`config.mk`:
```
export PLATFORM = sky130hd
export DESIGN_NAME = bomba_ctrl_n
export DESIGN_NICKNAME = d
export VERILOG_FILES = /design/src/rtl/bomba_pkg.sv /design/src/rtl/bomba_debounce.sv /design/src/rtl/bomba_ctrl_n.sv
export SDC_FILE = /design/constraint.sdc
export NUM_CORES = 1
export LEC_CHECK = 0
export CAP_MARGIN = 20
export CORE_MARGIN = 2
export CORE_UTILIZATION = 40
export DETAILED_ROUTE_END_ITERATION = 12
export MAX_ROUTING_LAYER = met4
export PLACE_DENSITY = 0.6
export RECOVER_POWER = 50
export SLEW_MARGIN = 0
export SYNTH_ARGS = -nofsm -noshare
export SYNTH_HDL_FRONTEND = slang
export SYNTH_SLANG_ARGS = --single-unit
```
`constraint.sdc`:
```
create_clock -name ck -period 3.4 [get_ports ck]
set_input_delay 0.68 -clock ck [delete_from_list [all_inputs] [get_ports ck]]
set_output_delay 0.68 -clock ck [all_outputs]
set_load 0.01 [all_outputs]
```
`src/rtl/bomba_pkg.sv`:
```
// bomba_pkg: shared types and constants for the multi-pump tank controller.
//   state_t             FSM state encoding (also exported on state_o)
//   ALM_*               alarm cause codes driven on alarm_code_o
//   MODE_*              operating mode encodings of mode_i
package bomba_pkg;

  typedef enum logic [2:0] {
    ST_IDLE   = 3'd0,
    ST_RUN    = 3'd1,
    ST_ASSIST = 3'd2,
    ST_MANUAL = 3'd3,
    ST_FAULT  = 3'd4
  } state_t;

  localparam logic [1:0] ALM_NONE = 2'b00;
  localparam logic [1:0] ALM_SENS = 2'b01;
  localparam logic [1:0] ALM_TMO  = 2'b10;

  localparam logic [1:0] MODE_OFF  = 2'b00;
  localparam logic [1:0] MODE_AUTO = 2'b01;
  localparam logic [1:0] MODE_MAN  = 2'b10;

endpackage

```
`src/rtl/bomba_debounce.sv`:
```
// bomba_debounce: one level-sensor input path.
//   ck, rst_n  clock, async active-low reset
//   i_raw      raw asynchronous sensor pin
//   o_filt     filtered level; follows the synchronised input only after
//              DEB_CYC consecutive cycles of disagreement
module bomba_debounce #(
  parameter int DEB_CYC = 8
) (
  input  logic ck,
  input  logic rst_n,
  input  logic i_raw,
  output logic o_filt
);

  localparam int CW = (DEB_CYC > 1) ? $clog2(DEB_CYC) : 1;

  logic          r_sync1;
  logic          r_sync2;
  logic          r_filt;
  logic [CW-1:0] r_cnt;

  always_ff @(posedge ck or negedge rst_n) begin
    if (!rst_n) begin
      r_sync1 <= 1'b0;
      r_sync2 <= 1'b0;
      r_filt  <= 1'b0;
      r_cnt   <= '0;
    end else begin
      r_sync1 <= i_raw;
      r_sync2 <= r_sync1;
      if (r_sync2 == r_filt) begin
        r_cnt <= '0;
      end else if (r_cnt == CW'(DEB_CYC - 1)) begin
        // this is the DEB_CYC-th consecutive disagreeing cycle
        r_filt <= r_sync2;
        r_cnt  <= '0;
      end else begin
        r_cnt <= r_cnt + CW'(1);
      end
    end
  end

  assign o_filt = r_filt;

endmodule

```
`src/rtl/bomba_ctrl_n.sv`:
```
// bomba_ctrl_n: N_LVL-sensor / N_PUMP-pump tank fill controller.
//   ck, rst_n     clock, async active-low reset
//   en_i, mode_i  enable and mode (off/auto/manual); en_i=0 acts as off
//   sens_i        raw thermometer level sensors, bit 0 lowest, 1 = wet
//   man_pump_i    per-pump requests used in manual mode
//   ack_i         level-sensitive alarm acknowledge
//   bomba_o       registered pump drives
//   alarma_o, alarm_code_o  latched alarm and its cause
//   lead_o        lead pump index (rotates on every normal stop)
//   level_o       filtered level 0..N_LVL
//   state_o       FSM state
//
// state     | meaning
// ----------+---------------------------------------------------------
// ST_IDLE   | pumps off, min-off timer running, waiting for a start
// ST_RUN    | lead pump on, run timer counting
// ST_ASSIST | all pumps on (level hit empty while running)
// ST_MANUAL | pumps follow man_pump_i, forced off while tank is full
// ST_FAULT  | pumps off, alarm latched until ack with a sane level
module bomba_ctrl_n
  import bomba_pkg::*;
#(
  parameter int N_LVL     = 4,
  parameter int N_PUMP    = 2,
  parameter int LVL_START = 2,
  parameter int DEB_CYC   = 8,
  parameter int MIN_ON    = 16,
  parameter int MIN_OFF   = 16,
  parameter int TMAX_RUN  = 1024
) (
  input  logic                                      ck,
  input  logic                                      rst_n,
  input  logic                                      en_i,
  input  logic [N_LVL-1:0]                          sens_i,
  input  logic [1:0]                                mode_i,
  input  logic [N_PUMP-1:0]                         man_pump_i,
  input  logic                                      ack_i,
  output logic [N_PUMP-1:0]                         bomba_o,
  output logic                                      alarma_o,
  output logic [1:0]                                alarm_code_o,
  output logic [((N_PUMP > 1) ? $clog2(N_PUMP) : 1)-1:0] lead_o,
  output logic [$clog2(N_LVL+1)-1:0]                level_o,
  output logic [2:0]                                state_o
);

  localparam int LW  = (N_PUMP > 1) ? $clog2(N_PUMP) : 1;
  localparam int LVW = $clog2(N_LVL + 1);
  localparam int RW  = $clog2(TMAX_RUN + 1);
  localparam int OW  = $clog2(MIN_OFF + 1);

  logic [N_LVL-1:0]  w_filt;
  logic              w_valid;
  logic [LVW-1:0]    w_pop;
  logic [LVW-1:0]    w_level;
  logic [LVW-1:0]    r_level_hold;

  for (genvar g = 0; g < N_LVL; g++) begin : g_deb
    bomba_debounce #(.DEB_CYC(DEB_CYC)) u_deb (
      .ck     (ck),
      .rst_n  (rst_n),
      .i_raw  (sens_i[g]),
      .o_filt (w_filt[g])
    );
  end

  // Thermometer check: a wet sensor above a dry one means a broken sensor.
  always_comb begin
    w_valid = 1'b1;
    w_pop   = '0;
    for (int i = 0; i < N_LVL; i++) begin
      if (w_filt[i]) w_pop = w_pop + LVW'(1);
    end
    for (int i = 1; i < N_LVL; i++) begin
      if (w_filt[i] && !w_filt[i-1]) w_valid = 1'b0;
    end
  end

  always_ff @(posedge ck or negedge rst_n) begin
    if (!rst_n) r_level_hold <= '0;
    else if (w_valid) r_level_hold <= w_pop;
  end

  assign w_level = w_valid ? w_pop : r_level_hold;

  state_t            r_state;
  logic [N_PUMP-1:0] r_bomba;
  logic              r_alarm;
  logic [1:0]        r_code;
  logic [LW-1:0]     r_lead;
  logic [OW-1:0]     r_off_cnt;
  logic [RW-1:0]     r_run_cnt;

  logic              w_auto;
  logic              w_man;
  logic              w_full;
  logic              w_empty;
  logic              w_low;
  logic              w_min_on;
  logic              w_tmo;
  logic [N_PUMP-1:0] w_onehot;
  logic [LW-1:0]     w_lead_nxt;
  logic [RW-1:0]     w_run_inc;

  assign w_auto     = en_i && (mode_i == MODE_AUTO);
  assign w_man      = en_i && (mode_i == MODE_MAN);
  assign w_full     = (w_level == LVW'(N_LVL));
  assign w_empty    = (w_level == '0);
  assign w_low      = (w_level < LVW'(LVL_START));
  assign w_min_on   = (r_run_cnt >= RW'(MIN_ON));
  assign w_tmo      = (r_run_cnt == RW'(TMAX_RUN));
  assign w_onehot   = N_PUMP'(1) << r_lead;
  assign w_lead_nxt = (r_lead == LW'(N_PUMP - 1)) ? '0 : r_lead + LW'(1);
  assign w_run_inc  = w_tmo ? r_run_cnt : r_run_cnt + RW'(1);

  always_ff @(posedge ck or negedge rst_n) begin
    if (!rst_n) begin
      r_state   <= ST_IDLE;
      r_bomba   <= '0;
      r_alarm   <= 1'b0;
      r_code    <= ALM_NONE;
      r_lead    <= '0;
      r_off_cnt <= OW'(MIN_OFF);  // allows a start straight out of reset
      r_run_cnt <= '0;
    end else if (!w_valid) begin
      // sensor fault outranks everything, including a same-cycle timeout
      if (r_state != ST_FAULT) begin
        r_state <= ST_FAULT;
        r_bomba <= '0;
        r_alarm <= 1'b1;
        r_code  <= ALM_SENS;
      end
    end else begin
      case (r_state)
        ST_IDLE: begin
          if (r_off_cnt != OW'(MIN_OFF)) r_off_cnt <= r_off_cnt + OW'(1);
          if (w_man) begin
            r_state <= ST_MANUAL;
            r_bomba <= w_full ? '0 : man_pump_i;
          end else if (w_auto && w_low && (r_off_cnt == OW'(MIN_OFF))) begin
            r_state   <= ST_RUN;
            r_run_cnt <= '0;
            r_bomba   <= w_onehot;
          end
        end
        ST_RUN, ST_ASSIST: begin
          r_run_cnt <= w_run_inc;
          if (!w_auto) begin
            // mode-off overrides MIN_ON and does not rotate the lead
            r_state   <= ST_IDLE;
            r_bomba   <= '0;
            r_off_cnt <= '0;
          end else if (w_tmo) begin
            r_state <= ST_FAULT;
            r_bomba <= '0;
            r_alarm <= 1'b1;
            r_code  <= ALM_TMO;
          end else if (w_full && w_min_on) begin
            r_state   <= ST_IDLE;
            r_bomba   <= '0;
            r_off_cnt <= '0;
            r_lead    <= w_lead_nxt;
          end else if ((r_state == ST_RUN) && w_empty && w_min_on) begin
            r_state <= ST_ASSIST;
            r_bomba <= '1;
          end
        end
        ST_MANUAL: begin
          if (!w_man) begin
            r_state   <= ST_IDLE;
            r_bomba   <= '0;
            r_off_cnt <= '0;
          end else begin
            r_bomba <= w_full ? '0 : man_pump_i;
          end
        end
        ST_FAULT: begin
          if (ack_i) begin
            r_state   <= ST_IDLE;
            r_alarm   <= 1'b0;
            r_code    <= ALM_NONE;
            r_off_cnt <= '0;
          end
        end
        default: begin
          r_state <= ST_IDLE;
          r_bomba <= '0;
        end
      endcase
    end
  end

  assign bomba_o      = r_bomba;
  assign alarma_o     = r_alarm;
  assign alarm_code_o = r_code;
  assign lead_o       = r_lead;
  assign level_o      = w_level;
  assign state_o      = r_state;

endmodule
```
# --- After elaboration in Yosys (flattened, before gate mapping) ---
# Index checks and enable logic that the tools add are counted.
# Widths: inputs -> output; s select.
totals:
  regBits: 52
  input_bits: 12
  output_inout_bits: 12
  elab_cells: 168
op_classes:
  add_sub_neg: 10
  magnitude_cmp: 2
  eq_ne: 35
  n_shift: 1
  mux: 62
  n_bitwise: 5
  reduce_logical: 29
op_table:
  columns: ["operator", "count"]
  rows:
  - ["$mux 3", 22]
  - ["$mux 11", 3]
  - ["$mux 2", 15]
  - ["$mux 5", 6]
  - ["$pmux 11 s2", 1]
  - ["$add 3x1->3 const B", 7]
  - ["$ne 3x3->1 const B", 7]
  - ["$pmux 5 s4", 1]
  - ["$reduce_and 5->1", 4]
  - ["$eq 3x3->1 const B", 6]
  - ["$ne 2x2->1 const B", 7]
  - ["$pmux 3 s4", 1]
  - ["$add 11x1->11 const B", 1]
  - ["$eq 11x11->1 const B", 1]
  - ["$ge 11x5->1 const B", 1]
  - ["$logic_and 1x1->1", 10]
  - ["$mux 1", 10]
  - ["$pmux 2 s4", 1]
  - ["$reduce_and 2->1", 4]
  - ["$reduce_and 7->1", 1]
  - ["$eq 3x2->1 const B", 2]
  - ["$logic_not 3->1", 2]
  - ["$ne 6x6->1 const B", 1]
  - ["$add 5x1->5 const B", 1]
  - ["other kinds (19)", 29]

# --- Logic depth before layout (Yosys ltp) ---
# Gate-level depths: netlist (run 1).
depth:
  word_depth: 17
  depth_mapped: 12
  ltp_nobuf: 10

# --- Modules after synthesis ---
# Synthesis (run 1) repeated with hierarchy kept, for this count alone.
unflattened:
  hier_cells: 278
  area_unflattened_um2: 2926.6
by_module_without_submodules:
  columns: ["mod", "n_inst", "cells_each", "area_each_um2", "seq_area_each_um2"]
  rows:
  - ["bomba_ctrl_n", 1, 226, 2045.7, 701.9]
  - ["bomba_debounce", 4, 13, 220.2, 150.1]

# --- Worst setup path after synthesis (run 1) ---
# Ideal clock, no wire load.
synth_path:
  kind: "register to register"
  start: "register g_deb[1].u_deb.r_filt"
  end: "register r_off_cnt[3]"
  setup_time_ns: 0.155
  arrival_ns: 2.565
  t_required_ns: 3.245
  path_slack_ns: 0.680
  path_stages_with_launch: 12
  n_path_buf: 1
  synth_period_minus_slack_ns: 2.720
  cell_sequence: "dfrtp_1 -> buf_6 -> inv_1 -> ha_1 -> xor2_1 -> ha_1 -> nand2b_1 -> a211oi_1 -> o211ai_2 -> a2111oi_4 -> or2_2 -> o221ai_1"
synth_between:
  elab_chain_cells: 10
  elab_cells_between_ends: 16
  cone_classes: "2 x add/sub; 2 x eq/ne; 7 x mux; 5 x reduce/logical"
synth_lines:
  columns: ["element", "line_no", "rtl"]
  rows:
  - ["from (decl)", "bomba_debounce.sv:19", "logic r_filt;"]
  - ["from (signal assigned)", "bomba_debounce.sv:35", "r_filt <= r_sync2;"]
  - ["$mux 3", "bomba_ctrl_n.sv:71", "if (w_filt[i]) w_pop = w_pop + LVW'(1);"]
  - ["$add 3x1->3", "bomba_ctrl_n.sv:71", null]
  - ["$mux 3", "bomba_ctrl_n.sv:71", null]
  - ["$add 3x1->3", "bomba_ctrl_n.sv:71", null]
  - ["$mux 3", "bomba_ctrl_n.sv:71", null]
  - ["$mux 3", null, null]
  - ["$eq 3x3->1", "bomba_ctrl_n.sv:106", "assign w_full = (w_level == LVW'(N_LVL));"]
  - ["$logic_and 1x1->1", "bomba_ctrl_n.sv:157", "end else if (w_full && w_min_on) begin"]
  - ["$ne 3x3->1 (no line)", null, null]
  - ["$reduce_and 7->1 (no line) (*)", null, null]
  - ["to (signal assigned)", "bomba_ctrl_n.sv:122", "r_off_cnt <= OW'(MIN_OFF);"]
  - ["to (signal assigned)", "bomba_ctrl_n.sv:135", "if (r_off_cnt != OW'(MIN_OFF)) r_off_cnt <= r_off_cnt + OW'(1);"]
  - ["to (decl)", "bomba_ctrl_n.sv:90", "logic [OW-1:0] r_off_cnt;"]
# Every way passes the cells marked *; elsewhere a longest branch is shown, timed or not.
# A chain may end at the register's enable or synchronous reset.

# --- Worst setup path after layout (run 1) ---
layout_path:
  start: "register g_deb[0].u_deb.r_filt"
  end: "output port level_o[1]"
layout_between:
  elab_chain_cells: 8
  elab_cells_between_ends: 13
  cone_classes: "3 x add/sub; 8 x mux; 2 x reduce/logical"
layout_lines:
  columns: ["element", "line_no", "rtl"]
  rows:
  - ["from (decl)", "bomba_debounce.sv:19", null]
  - ["from (signal assigned)", "bomba_debounce.sv:35", null]
  - ["$mux 1", "bomba_ctrl_n.sv:71", null]
  - ["$add 3x1->3", "bomba_ctrl_n.sv:71", null]
  - ["$mux 3", "bomba_ctrl_n.sv:71", null]
  - ["$add 3x1->3", "bomba_ctrl_n.sv:71", null]
  - ["$mux 3", "bomba_ctrl_n.sv:71", null]
  - ["$add 3x1->3", "bomba_ctrl_n.sv:71", null]
  - ["$mux 3", "bomba_ctrl_n.sv:71", null]
  - ["$mux 3 (*)", null, null]
  - ["to (decl)", "bomba_ctrl_n.sv:42", "output logic [$clog2(N_LVL+1)-1:0] level_o,"]
# Marks and branches as above.

==> Implementation_results.wiki, run 1 <==
{| class="wikitable"
! Metric !! Value
|-
| Crit Path Max Fanout || 3
|-
| Worst hold path depth || 0
|-
| Number of violations of the max-capacitance limit || 0
|-
| Die Footprint || 0.00809 mm²
|-
| Core area || 0.00721 mm²
|-
| Maximum number of buffers from clock root to sink || 2
|-
| Crit start category || flop
|-
| Vias/cell || 5.49
|-
| Half-perimeter wire length of the detailed placement result || 4610 µm
|-
| Number of synthesis warnings || 0
|-
| Count of vias placed by the detailed router || 2323
|-
| TritonCTS clock tree || yes
|-
| Beginning of the worst hold path || g_deb[1].u_deb.r_sync1$_DFF_PN0_
|-
| Placement row count || 31
|-
| # nets final || 350
|-
| Number of iterations in the first detailed-routing pass || 4
|-
| Die W || 89.9 µm
|-
| Static Leakage || 1.55 nW
|-
| Clock-pin slew on the worst setup and hold paths || 0.09 ns
|-
| Transition time at the pin with the least slew margin || 1.42 ns
|-
| Overall power || 3.17 mW
|-
| Final-layout fill cell count || 727
|-
| Clock network latency to the later pin of the worst-skew pair || 0.31 ns
|-
| CTS H-tree depth || 2
|-
| Number of standard cells in the final layout excluding fillers || 423
|-
| Peak VDD IR || 0.419 mV
|-
| Number of cell instances on the worst register-to-register path || 12
|-
| Number of top-level pins || 24
|-
| Routability-driven placement congestion ratio || 0.905
|-
| Minimum setup slack among reg-to-reg paths || 0.48 ns
|-
| Global-route wire length before repair || 10600 µm
|-
| Number of instances in the placed design || 410
|-
| Setup TNS Final || 0 ns
|-
| Count of endpoints failing setup in the final report || 0
|-
| Post-Route WL || 6130 µm
|-
| EDFF count, synth || 0
|-
| Via count of the first global-routing pass || 2205
|-
| Ratio of cells with drive above 1 in the final layout || 0.111
|-
| Vertical die dimension || 89.9 µm
|-
| Antenna fix cells || 0
|-
| Startpoint of the most critical setup path || g_deb[0].u_deb.o_filt$_DFFE_PN0P_
|-
| Fmax achieved || 311 MHz
|-
| Number of antenna violations at the first check in global routing || 0
|-
| Slew headroom || 0.0543
|-
| Standard cell area after detailed placement || 0.00330 mm²
|-
| Min Tclk post-route || 3.22 ns
|-
| Area growth from synthesis to layout || 16.8%
|-
| Maximum number of pins on one net before global-route repair || 28
|-
| Post-Syn Area || 0.00295 mm²
|-
| Mean instance size in the synthesized netlist || 10.2 µm²
|-
| Async set-reset flop share out of synthesis || 1.00
|-
| Post-route fraction of the period consumed by the critical path || 0.947
|-
| Number of I/O port buffers || 23
|-
| Sequential cell area fraction in the yosys report || 0.441
|-
| Final routed DRC violation total || 0
|-
| Worst path required time || 2.72 ns
|-
| GRT Overall Usage || 0.166
|-
| Post-synthesis cell type count || 62
|-
| Hold Vio Cnt, Final || 0
|-
| Effective utilization at floorplan || 0.409
|-
| Share of the core filled with cells || 0.478
|-
| Arrival @ worst endpoint || 2.54 ns
|-
| Root Buffer Master || clkbuf_8
|-
| Congestion Overflow GR || 0
|-
| Worst min-delay path category || flop to flop
|-
| Launch point of the worst reg-to-reg path || g_deb[0].u_deb.o_filt$_DFFE_PN0P_
|-
| Instance count of the mapped netlist || 290
|-
| Critical Setup Path Class || flop to output port
|-
| Cts bufs inserted || 5
|-
| Layout Cell Area excl Fill || 0.00345 mm²
|-
| Areal power density over the cells || 920 mW/mm²
|-
| Result of the run || finished, final reports clean
|-
| Clock skew || 0.00609 ns
|-
| Number of nets produced by synthesis || 317
|-
| Routed wire per std cell || 14.5 µm
|-
| Count of final max-slew check failures || 0
|-
| Drt first-iter violations || 138
|-
| Antenna-violating nets left || 0
|-
| Setup repair after global routing missed its margin || false
|-
| Crit end category || output port
|-
| CTS Sinks || 52
|-
| Number of storage elements in the synthesis netlist || 52
|-
| Dominant synthesized flop cell || dfrtp_1
|}
## power by group
group,internal (mW),leakage [nW],total (mW),switching (mW)
sequential,0.789,0.674,0.959,0.170
combinational,0.768,0.816,1.77,1.00
clock,0.241,0.0614,0.444,0.203
total,1.80,1.55,3.17,1.38
## per-stage QoR
stage | hold WS [ns] | setup WS, ns
4_1_cts | 0.361 | 0.122
5_1_grt | 0.378 | 0.0110
2_1_floorplan | 0.331 | 0.680
6_report | 0.357 | 0.181
3_3_place_gp | 0.335 | 0.211
3_5_place_dp | 0.336 | 0.142
## cells by family (layout without fill, tap and decap cells)
group	count (synthesis)	count (layout)	share of synthesized area
xor gates and xnor gates	11	11	0.0326
buffers and inverters	22	56	0.0356
adders and majority gates	15	15	0.0635
muxes	6	6	0.0220
and+or+nand+nor	111	111	0.230
DFF	52	52	0.441
AOI/OAI and AO/OA	73	73	0.175
## cell usage in the layout, fill, tap and decap left out, drive strengths merged, types with 7 or more instances in the layout
cell / count
clkbuf: 10
and3: 12
xor2: 7
a21oi: 12
buf: 9
nand3: 12
nand2b: 7
and2: 9
o21ai: 17
nand2: 24
nor2: 12
dfrtp: 51
inv: 13
a31oi: 13
ha: 15
clkdlybuf4s50: 17
## path summary, 6_finish.rpt
kind,to
worst max-delay path,level_o[1]
worst min register to register,g_deb[1].u_deb.r_sync2$_DFF_PN0_
max in group asynchronous,r_off_cnt[0]$_DFFE_PN0P_
min in group asynchronous,g_deb[0].u_deb.r_cnt[1]$_DFF_PN0_
worst min-delay path,g_deb[1].u_deb.r_sync2$_DFF_PN0_
worst max register to register,r_off_cnt[3]$_DFFE_PN0P_
## critical path, stage by stage (launching register included)
cell and delay, ns:
dfrtp_1 0.40, buf_4 0.15, ha_1 0.20, nor2_1 0.13, a21oi_1 0.06, ha_1 0.28, nand2b_1 0.15, a211oi_2 0.24
o21ai_1 0.15, o21a_1 0.17, dlygate4sd2_1 0.30
## cells in the mapped netlist, types with 3 or more instances
master    number  area share
dfrtp_1       51        0.43
nand2_1       24       0.030
ha_1          15       0.064
a31oi_1       13       0.028
inv_1         13       0.017
a21oi_1       12       0.020
and3_1        11       0.023
nor2_1        11       0.014
o21ai_0       11       0.019
nand3_1       10       0.017
and2_1         9       0.019
xor2_1         7       0.021
buf_2          6       0.010
o21ai_1        6       0.010
nor3_1         5      0.0085
nor3b_1        5       0.013
and3b_1        4       0.012
nand2b_1       4      0.0085
nor2b_1        4      0.0085
xnor2_1        4       0.012
a41oi_1        3      0.0089
nand3b_1       3      0.0076
nor4_1         3      0.0064
nor4bb_1       3       0.010
o211ai_1       3      0.0076
## area by class of cell
type,instances,area [µm²],area share
well taps,99,124,0.0359
clock inverters,2,38.8,0.0112
inverters,13,48.8,0.0141
clock buffers,6,82.6,0.0239
flip-flops and latches,52,1300,0.378
multi-input cells,216,1550,0.450
repair buffers,35,302,0.0874
## layer usage
layer | up-vias | GRT usage | routed length, µm
met5 | - | - | 0
met4 | 0 | 0.0628 | 95
met3 | 7 | 0.0285 | 254
met2 | 55 | 0.239 | 2600
met1 | 1122 | 0.236 | 3180
li1 | 1139 | - | -
## repair_timing
action	CTS	global route
gates resized for setup	2	1
endpoints found under the setup margin	1	2
hold buffers	0	0
pin swaps	0	1
setup buffers	4	1
## sequential cells by signal, indices dropped and copies added (netlist names)
name	count
r_run_cnt	11
bomba_o	2
r_off_cnt	5
lead_o	1
alarm_code_o	2
g_deb.u_deb.r_sync1	4
alarma_o	1
state_o	3
g_deb.u_deb.o_filt	4
g_deb.u_deb.r_sync2	4
r_level_hold	3
g_deb.u_deb.r_cnt	12
Note: power is estimated with default switching activity, not from simulation.
==> inputs of run 2 (changes only) <==
- CAP_MARGIN: 20 -> 25
- SETUP_SLACK_MARGIN: unset -> 0.05
==> run 2 against run 1 <==
Against the previous run: hold slack about the same; setup slack improved by 0.0096 ns; register-to-register slack about the same.
==> Implementation_results.wiki, run 2 (synthesis gave the netlist of run 1 again) <==
{| class="wikitable"
! Metric !! Value
|-
| Slew headroom || 0.0497
|-
| Root Buffer Master || clkbuf_8
|-
| Setup repair after global routing missed its margin || true
|-
| Static Leakage || 1.58 nW
|-
| Core area || 0.00721 mm²
|-
| GRT Overall Usage || 0.166
|-
| Slowest stage cell, crit path || clkdlybuf4s50_1
|-
| Final routed DRC violation total || 0
|-
| Layout Cell Area excl Fill || 0.00347 mm²
|-
| Count of endpoints failing setup in the final report || 0
|-
| Setup TNS Final || 0 ns
|-
| CTS H-tree depth || 2
|-
| Number of violations of the max-capacitance limit || 0
|-
| Most used cells in the layout excluding fill and tap cells || dfrtp_1 (51), nand2_1 (24), clkdlybuf4s50_1 (16)
|-
| Overall power || 3.20 mW
|-
| Post-Place Worst Slack || 0.142 ns
|-
| Half-perimeter wire length of the detailed placement result || 4610 µm
|-
| Hold Vio Cnt, Final || 0
|-
| Area growth from synthesis to layout || 17.4%
|-
| CTS Sinks || 52
|-
| Worst path required time || 2.72 ns
|-
| Number of instances in the placed design || 410
|-
| Effective utilization at floorplan || 0.409
|-
| Crit Path Max Fanout || 5
|-
| Transition time at the pin with the least slew margin || 1.43 ns
|-
| Standard cell area after detailed placement || 0.00330 mm²
|-
| Count of buffer and inverter cells on the critical path || 3
|-
| Drt first-iter violations || 140
|-
| Number of iterations in the first detailed-routing pass || 4
|-
| Crit path setup slack, layout || 0.191 ns
|-
| Fmax achieved || 312 MHz
|-
| Maximum number of pins on one net before global-route repair || 28
|-
| Placement row count || 31
|-
| Post-Route WL || 6150 µm
|-
| Peak VDD IR || 0.424 mV
|-
| Critical Setup Path Class || flop to output port
|-
| Clock network latency to the later pin of the worst-skew pair || 0.31 ns
|-
| Flip-flop count of the largest register after layout || 12
|-
| Via count of the first global-routing pass || 2205
|-
| Die W || 89.9 µm
|-
| Count of vias placed by the detailed router || 2311
|-
| Most common library cell in the layout ignoring fill and taps || dfrtp_1
|-
| Number of I/O port buffers || 23
|-
| Antenna fix cells || 0
|-
| Post-route fraction of the period consumed by the critical path || 0.944
|-
| Result of the run || finished, final reports clean
|-
| Final-layout fill cell count || 727
|-
| Worst min-delay path category || flop to flop
|-
| Cts bufs inserted || 5
|-
| Vias/cell || 5.45
|-
| Routed wire per std cell || 14.5 µm
|-
| Peak per-stage delay on the critical path || 0.56 ns
|-
| Count of final max-slew check failures || 0
|-
| TritonCTS clock tree || yes
|-
| Congestion Overflow GR || 0
|-
| Number of top-level pins || 24
|-
| Largest register by flop count || g_deb.u_deb.r_cnt
|-
| Min Tclk post-route || 3.21 ns
|-
| Clock-pin slew on the worst setup and hold paths || 0.09 ns
|-
| Clock skew || 0.00605 ns
|-
| Global-route wire length before repair || 10600 µm
|-
| # nets final || 351
|-
| Crit-path cells || inv_1 > ha_1 > buf_4 > nor2b_1 > o41a_1 > nand2_1 > clkdlybuf4s50_1
|-
| Cts-stage hold buffer count || 0
|-
| Routability-driven placement congestion ratio || 0.905
|-
| Top flop regs || g_deb.u_deb.r_cnt (12), r_run_cnt (11), r_off_cnt (5)
|-
| Vertical die dimension || 89.9 µm
|-
| Cell family with most CP delay || buffers and inverters
|-
| Number of standard cells in the final layout excluding fillers || 424
|-
| Number of antenna violations at the first check in global routing || 0
|-
| Crit end category || output port
|-
| Antenna-violating nets left || 0
|-
| Maximum number of buffers from clock root to sink || 2
|-
| Areal power density over the cells || 923 mW/mm²
|-
| Crit start category || flop
|-
| Die Footprint || 0.00809 mm²
|-
| Ratio of cells with drive above 1 in the final layout || 0.117
|-
| Arrival @ worst endpoint || 2.53 ns
|}
## run 2: changes by cell type in the layout (fill, tap and decap cells not counted)
cell             previous run  this run
clkdlybuf4s50_1            17        16
xor2_1                      7         6
buf_4                       9        10
xor2_2                      0         1
dlymetal6s2s_1              0         1
## run 2: cell type report
class | instances | area (µm²) | area share
repair buffers | 36 | 312 | 0.0899
clock buffers | 6 | 82.6 | 0.0238
well taps | 99 | 124 | 0.0357
clock inverters | 2 | 38.8 | 0.0112
inverters | 13 | 48.8 | 0.0141
multi-input cells | 216 | 1560 | 0.450
flip-flops and latches | 52 | 1300 | 0.376
## run 2: final timing paths
path                                              startpoint                                 to  slack [ns]  cells after the start
min in group asynchronous                              rst_n  g_deb[0].u_deb.r_cnt[1]$_DFF_PN0_        0.67                      1
hold reg to reg             g_deb[1].u_deb.r_sync1$_DFF_PN0_   g_deb[1].u_deb.r_sync2$_DFF_PN0_        0.36                      0
max in group asynchronous                              rst_n           r_off_cnt[0]$_DFFE_PN0P_        0.78                      2
setup / recovery           g_deb[1].u_deb.o_filt$_DFFE_PN0P_                         level_o[0]        0.19                      7
setup reg to reg           g_deb[0].u_deb.o_filt$_DFFE_PN0P_           r_off_cnt[3]$_DFFE_PN0P_        0.47                     12
hold / removal              g_deb[1].u_deb.r_sync1$_DFF_PN0_   g_deb[1].u_deb.r_sync2$_DFF_PN0_        0.36                      0
## run 2: repair_timing
item	CTS	global route
setup buffers	4	2
pin swaps	0	1
gates cloned	0	0
setup endpoints to repair	2	3
gates resized for setup	2	3
## run 2: power by group
part	leakage, nW	total [mW]	internal [mW]	switching [mW]
combinational	0.842	1.80	0.788	1.01
clock	0.0614	0.445	0.241	0.204
sequential	0.674	0.958	0.789	0.169
## run 2: worst reg2reg max path: cells and delay by family (launching register included)
family                   cells  cell delay (ns)
AO/OA/AOI/OAI                5             1.07
adder cells (fa/ha/maj)      2             0.48
buffers and inverters        2             0.30
AND/OR/NAND/NOR              3             0.52
flip-flops                   1             0.40
## run 2: routing by layer
layer	GRT usage	wire [µm]	vias up
li1	-	-	1137
met1	0.236	3200	1111
met2	0.239	2590	56
met3	0.0285	265	7
met4	0.0628	93	0
met5	-	0	-
## run 2: metrics by stage
stage	hold WS, ns	utilization
after floorplan	0.331	-
after global placement	0.335	0.457
after detailed placement	0.336	0.457
after CTS	0.361	0.479
after global routing	0.378	0.481
final	0.357	0.481
==> inputs of run 3 (changes only) <==
- CAP_MARGIN: 25 -> 20
- clock period: 3.4 -> 3.9 ns (I/O delays scaled with it)
==> run 3 against run 2 <==
Against the previous run: the flow now finishes with violations (max-capacitance violations, max-slew violations); non-clock buffer count down 9; hold slack lost 0.0014 ns; final cell count decreased by 2.1%; sequential power is 10% lower; flip-flop and latch count stayed put; largest cell class unchanged.
==> Implementation_results.wiki, run 3 (synthesis gave the netlist of run 1 again) <==
{| class="wikitable"
! Metric !! Value
|-
| Clock skew || 0.00571 ns
|-
| TritonCTS clock tree || yes
|-
| Static Leakage || 1.51 nW
|-
| CTS H-tree depth || 2
|-
| Final-layout fill cell count || 713
|-
| Peak VDD IR || 0.398 mV
|-
| Via count of the first global-routing pass || 2107
|-
| Antenna fix cells || 0
|-
| Number of cell instances on the worst register-to-register path || 10
|-
| Die Footprint || 0.00809 mm²
|-
| Cts-stage hold buffer count || 0
|-
| Number of I/O port buffers || 23
|-
| Largest register by flop count || g_deb.u_deb.r_cnt
|-
| Clock-pin slew on the worst setup and hold paths || 0.10 ns
|-
| Setup repair after global routing missed its margin || false
|-
| Number of iterations in the first detailed-routing pass || 4
|-
| Antenna-violating nets left || 0
|-
| Core area || 0.00721 mm²
|-
| Fmax achieved || 268 MHz
|-
| Half-perimeter wire length of the detailed placement result || 4520 µm
|-
| Slew headroom || -0.0902
|-
| Maximum number of pins on one net before global-route repair || 32
|-
| Areal power density over the cells || 808 mW/mm²
|-
| Most used cells in the layout excluding fill and tap cells || dfrtp_1 (49), nand2_1 (24), clkdlybuf4s50_1 (18)
|-
| Post-route fraction of the period consumed by the critical path || 0.955
|-
| Transition time at the pin with the least slew margin || 1.64 ns
|-
| Routed wire per std cell || 14.6 µm
|-
| Setup TNS Final || 0 ns
|-
| Area growth from synthesis to layout || 15.1%
|-
| Drt first-iter violations || 196
|-
| Clock network latency to the later pin of the worst-skew pair || 0.30 ns
|-
| Number of instances in the placed design || 405
|-
| Final routed DRC violation total || 0
|-
| Count of vias placed by the detailed router || 2271
|-
| Beginning of the worst hold path || g_deb[1].u_deb.r_sync1$_DFF_PN0_
|-
| Vias/cell || 5.47
|-
| Crit start category || flop
|-
| Number of violations of the max-capacitance limit || 1
|-
| Placement row count || 31
|-
| GRT Overall Usage || 0.161
|-
| Crit end category || output port
|-
| Min Tclk post-route || 3.73 ns
|-
| Crit path setup slack, layout || 0.175 ns
|-
| Launch point of the worst reg-to-reg path || g_deb[0].u_deb.o_filt$_DFFE_PN0P_
|-
| Routability-driven placement congestion ratio || 0.915
|-
| Root Buffer Master || clkbuf_8
|-
| Congestion Overflow GR || 0
|-
| Cts bufs inserted || 5
|-
| Crit Path Max Fanout || 6
|-
| Post-Route WL || 6060 µm
|-
| Critical Setup Path Class || flop to output port
|-
| CTS Sinks || 52
|-
| Die W || 89.9 µm
|-
| Effective utilization at floorplan || 0.409
|-
| Number of antenna violations at the first check in global routing || 0
|-
| Count of endpoints failing setup in the final report || 0
|-
| Worst hold path endpoint || g_deb[1].u_deb.r_sync2$_DFF_PN0_
|-
| Ratio of cells with drive above 1 in the final layout || 0.101
|-
| Share of the core filled with cells || 0.471
|-
| Count of final max-slew check failures || 32
|-
| Sequential cell area in the final layout || 0.00131 mm²
|-
| Minimum setup slack among reg-to-reg paths || 0.92 ns
|-
| Worst min-delay path category || flop to flop
|-
| Multi-input gate area in the final layout || 0.00155 mm²
|-
| Arrival @ worst endpoint || 2.95 ns
|-
| Worst hold path depth || 0
|-
| # nets final || 342
|-
| Flip-flop count of the largest register after layout || 12
|-
| Global-route wire length before repair || 10500 µm
|-
| Worst path required time || 3.12 ns
|-
| Maximum number of buffers from clock root to sink || 2
|-
| Top flop regs || g_deb.u_deb.r_cnt (12), r_run_cnt (11), r_off_cnt (5)
|-
| Vertical die dimension || 89.9 µm
|-
| Post-Place Worst Slack || 0.274 ns
|-
| Violated checks || max-capacitance violations, max-slew violations
|-
| Capture instance of the worst register-to-register path || r_off_cnt[3]$_DFFE_PN0P_
|-
| Hold Vio Cnt, Final || 0
|-
| Result of the run || finished, violations left
|-
| Most common library cell in the layout ignoring fill and taps || dfrtp_1
|-
| Number of standard cells in the final layout excluding fillers || 415
|-
| Number of top-level pins || 24
|}
==> run 3: cell count changes in the layout (fill, tap and decap cells not counted), sizes merged <==
| cell | change |
|---|---|
| dlymetal6s2s | -1 |
| clkdlybuf4s50 | +2 |
| clkbuf | -2 |
| buf | -7 |
| dlygate4sd2 | -1 |
==> run 3: repair_timing <==
action | CTS | global route
setup endpoints to repair | 1 | 1
pin swaps | 0 | 0
setup buffers | 0 | 2
hold endpoints to repair | 0 | 0
gates resized for setup | 2 | 2
==> run 3: worst max-delay path: stages, from the launching register on <==
cell and delay (ns):
dfrtp_2 0.43, inv_2 0.07, ha_1 0.37, xor2_1 0.17, ha_1 0.30, nand2b_1 0.16
a211oi_2 0.30, o21ai_1 0.16, o21a_1 0.18, clkdlybuf4s50_1 0.49
==> run 3: through the flow <==
stage	instance area (µm²)	power (mW)	hold WS, ns
after floorplan	2950	1.93	0.331
after global placement	3260	2.31	0.333
after detailed placement	3260	2.33	0.336
after CTS	3390	2.74	0.358
after global routing	3400	2.98	0.368
final	3400	2.75	0.356
==> run 3: final cells by class <==
| type | instances | share of cell area |
|---|---|---|
| sequential | 52 | 0.384 |
| multi-input combinational | 216 | 0.456 |
| clock inverter | 2 | 0.0114 |
| clock buffer | 6 | 0.0243 |
| tap | 99 | 0.0364 |
| timing repair buffer | 27 | 0.0736 |
| inverter | 13 | 0.0143 |
==> run 3: how the worst max path moves through the flow <==
stage | startpoint | to | slack [ns] | cells after the start
after global placement | g_deb[1].u_deb.o_filt$_DFFE_PN0P_ | level_o[1] | 0.37 | 9
after floorplan | g_deb[1].u_deb.o_filt$_DFFE_PN0P_ | level_o[1] | 1.10 | 9
after global routing | g_deb[0].u_deb.o_filt$_DFFE_PN0P_ | level_o[1] | 0.05 | 9
after detailed placement | g_deb[1].u_deb.o_filt$_DFFE_PN0P_ | level_o[1] | 0.27 | 9
final | g_deb[0].u_deb.o_filt$_DFFE_PN0P_ | level_o[1] | 0.17 | 9
after CTS | g_deb[0].u_deb.o_filt$_DFFE_PN0P_ | level_o[1] | 0.09 | 9
==> run 3: metal layers <==
metal  global-route usage  part of all wire
met1                0.251              0.51
met2                0.220              0.43
met3               0.0251             0.053
met4               0.0385            0.0076
met5                    -                 0
==> run 3: where the power goes <==
part	switching, mW	leakage [nW]	total [mW]	internal [mW]
sequential	0.173	0.671	0.862	0.689
clock	0.182	0.0614	0.392	0.210
combinational	0.842	0.778	1.49	0.652
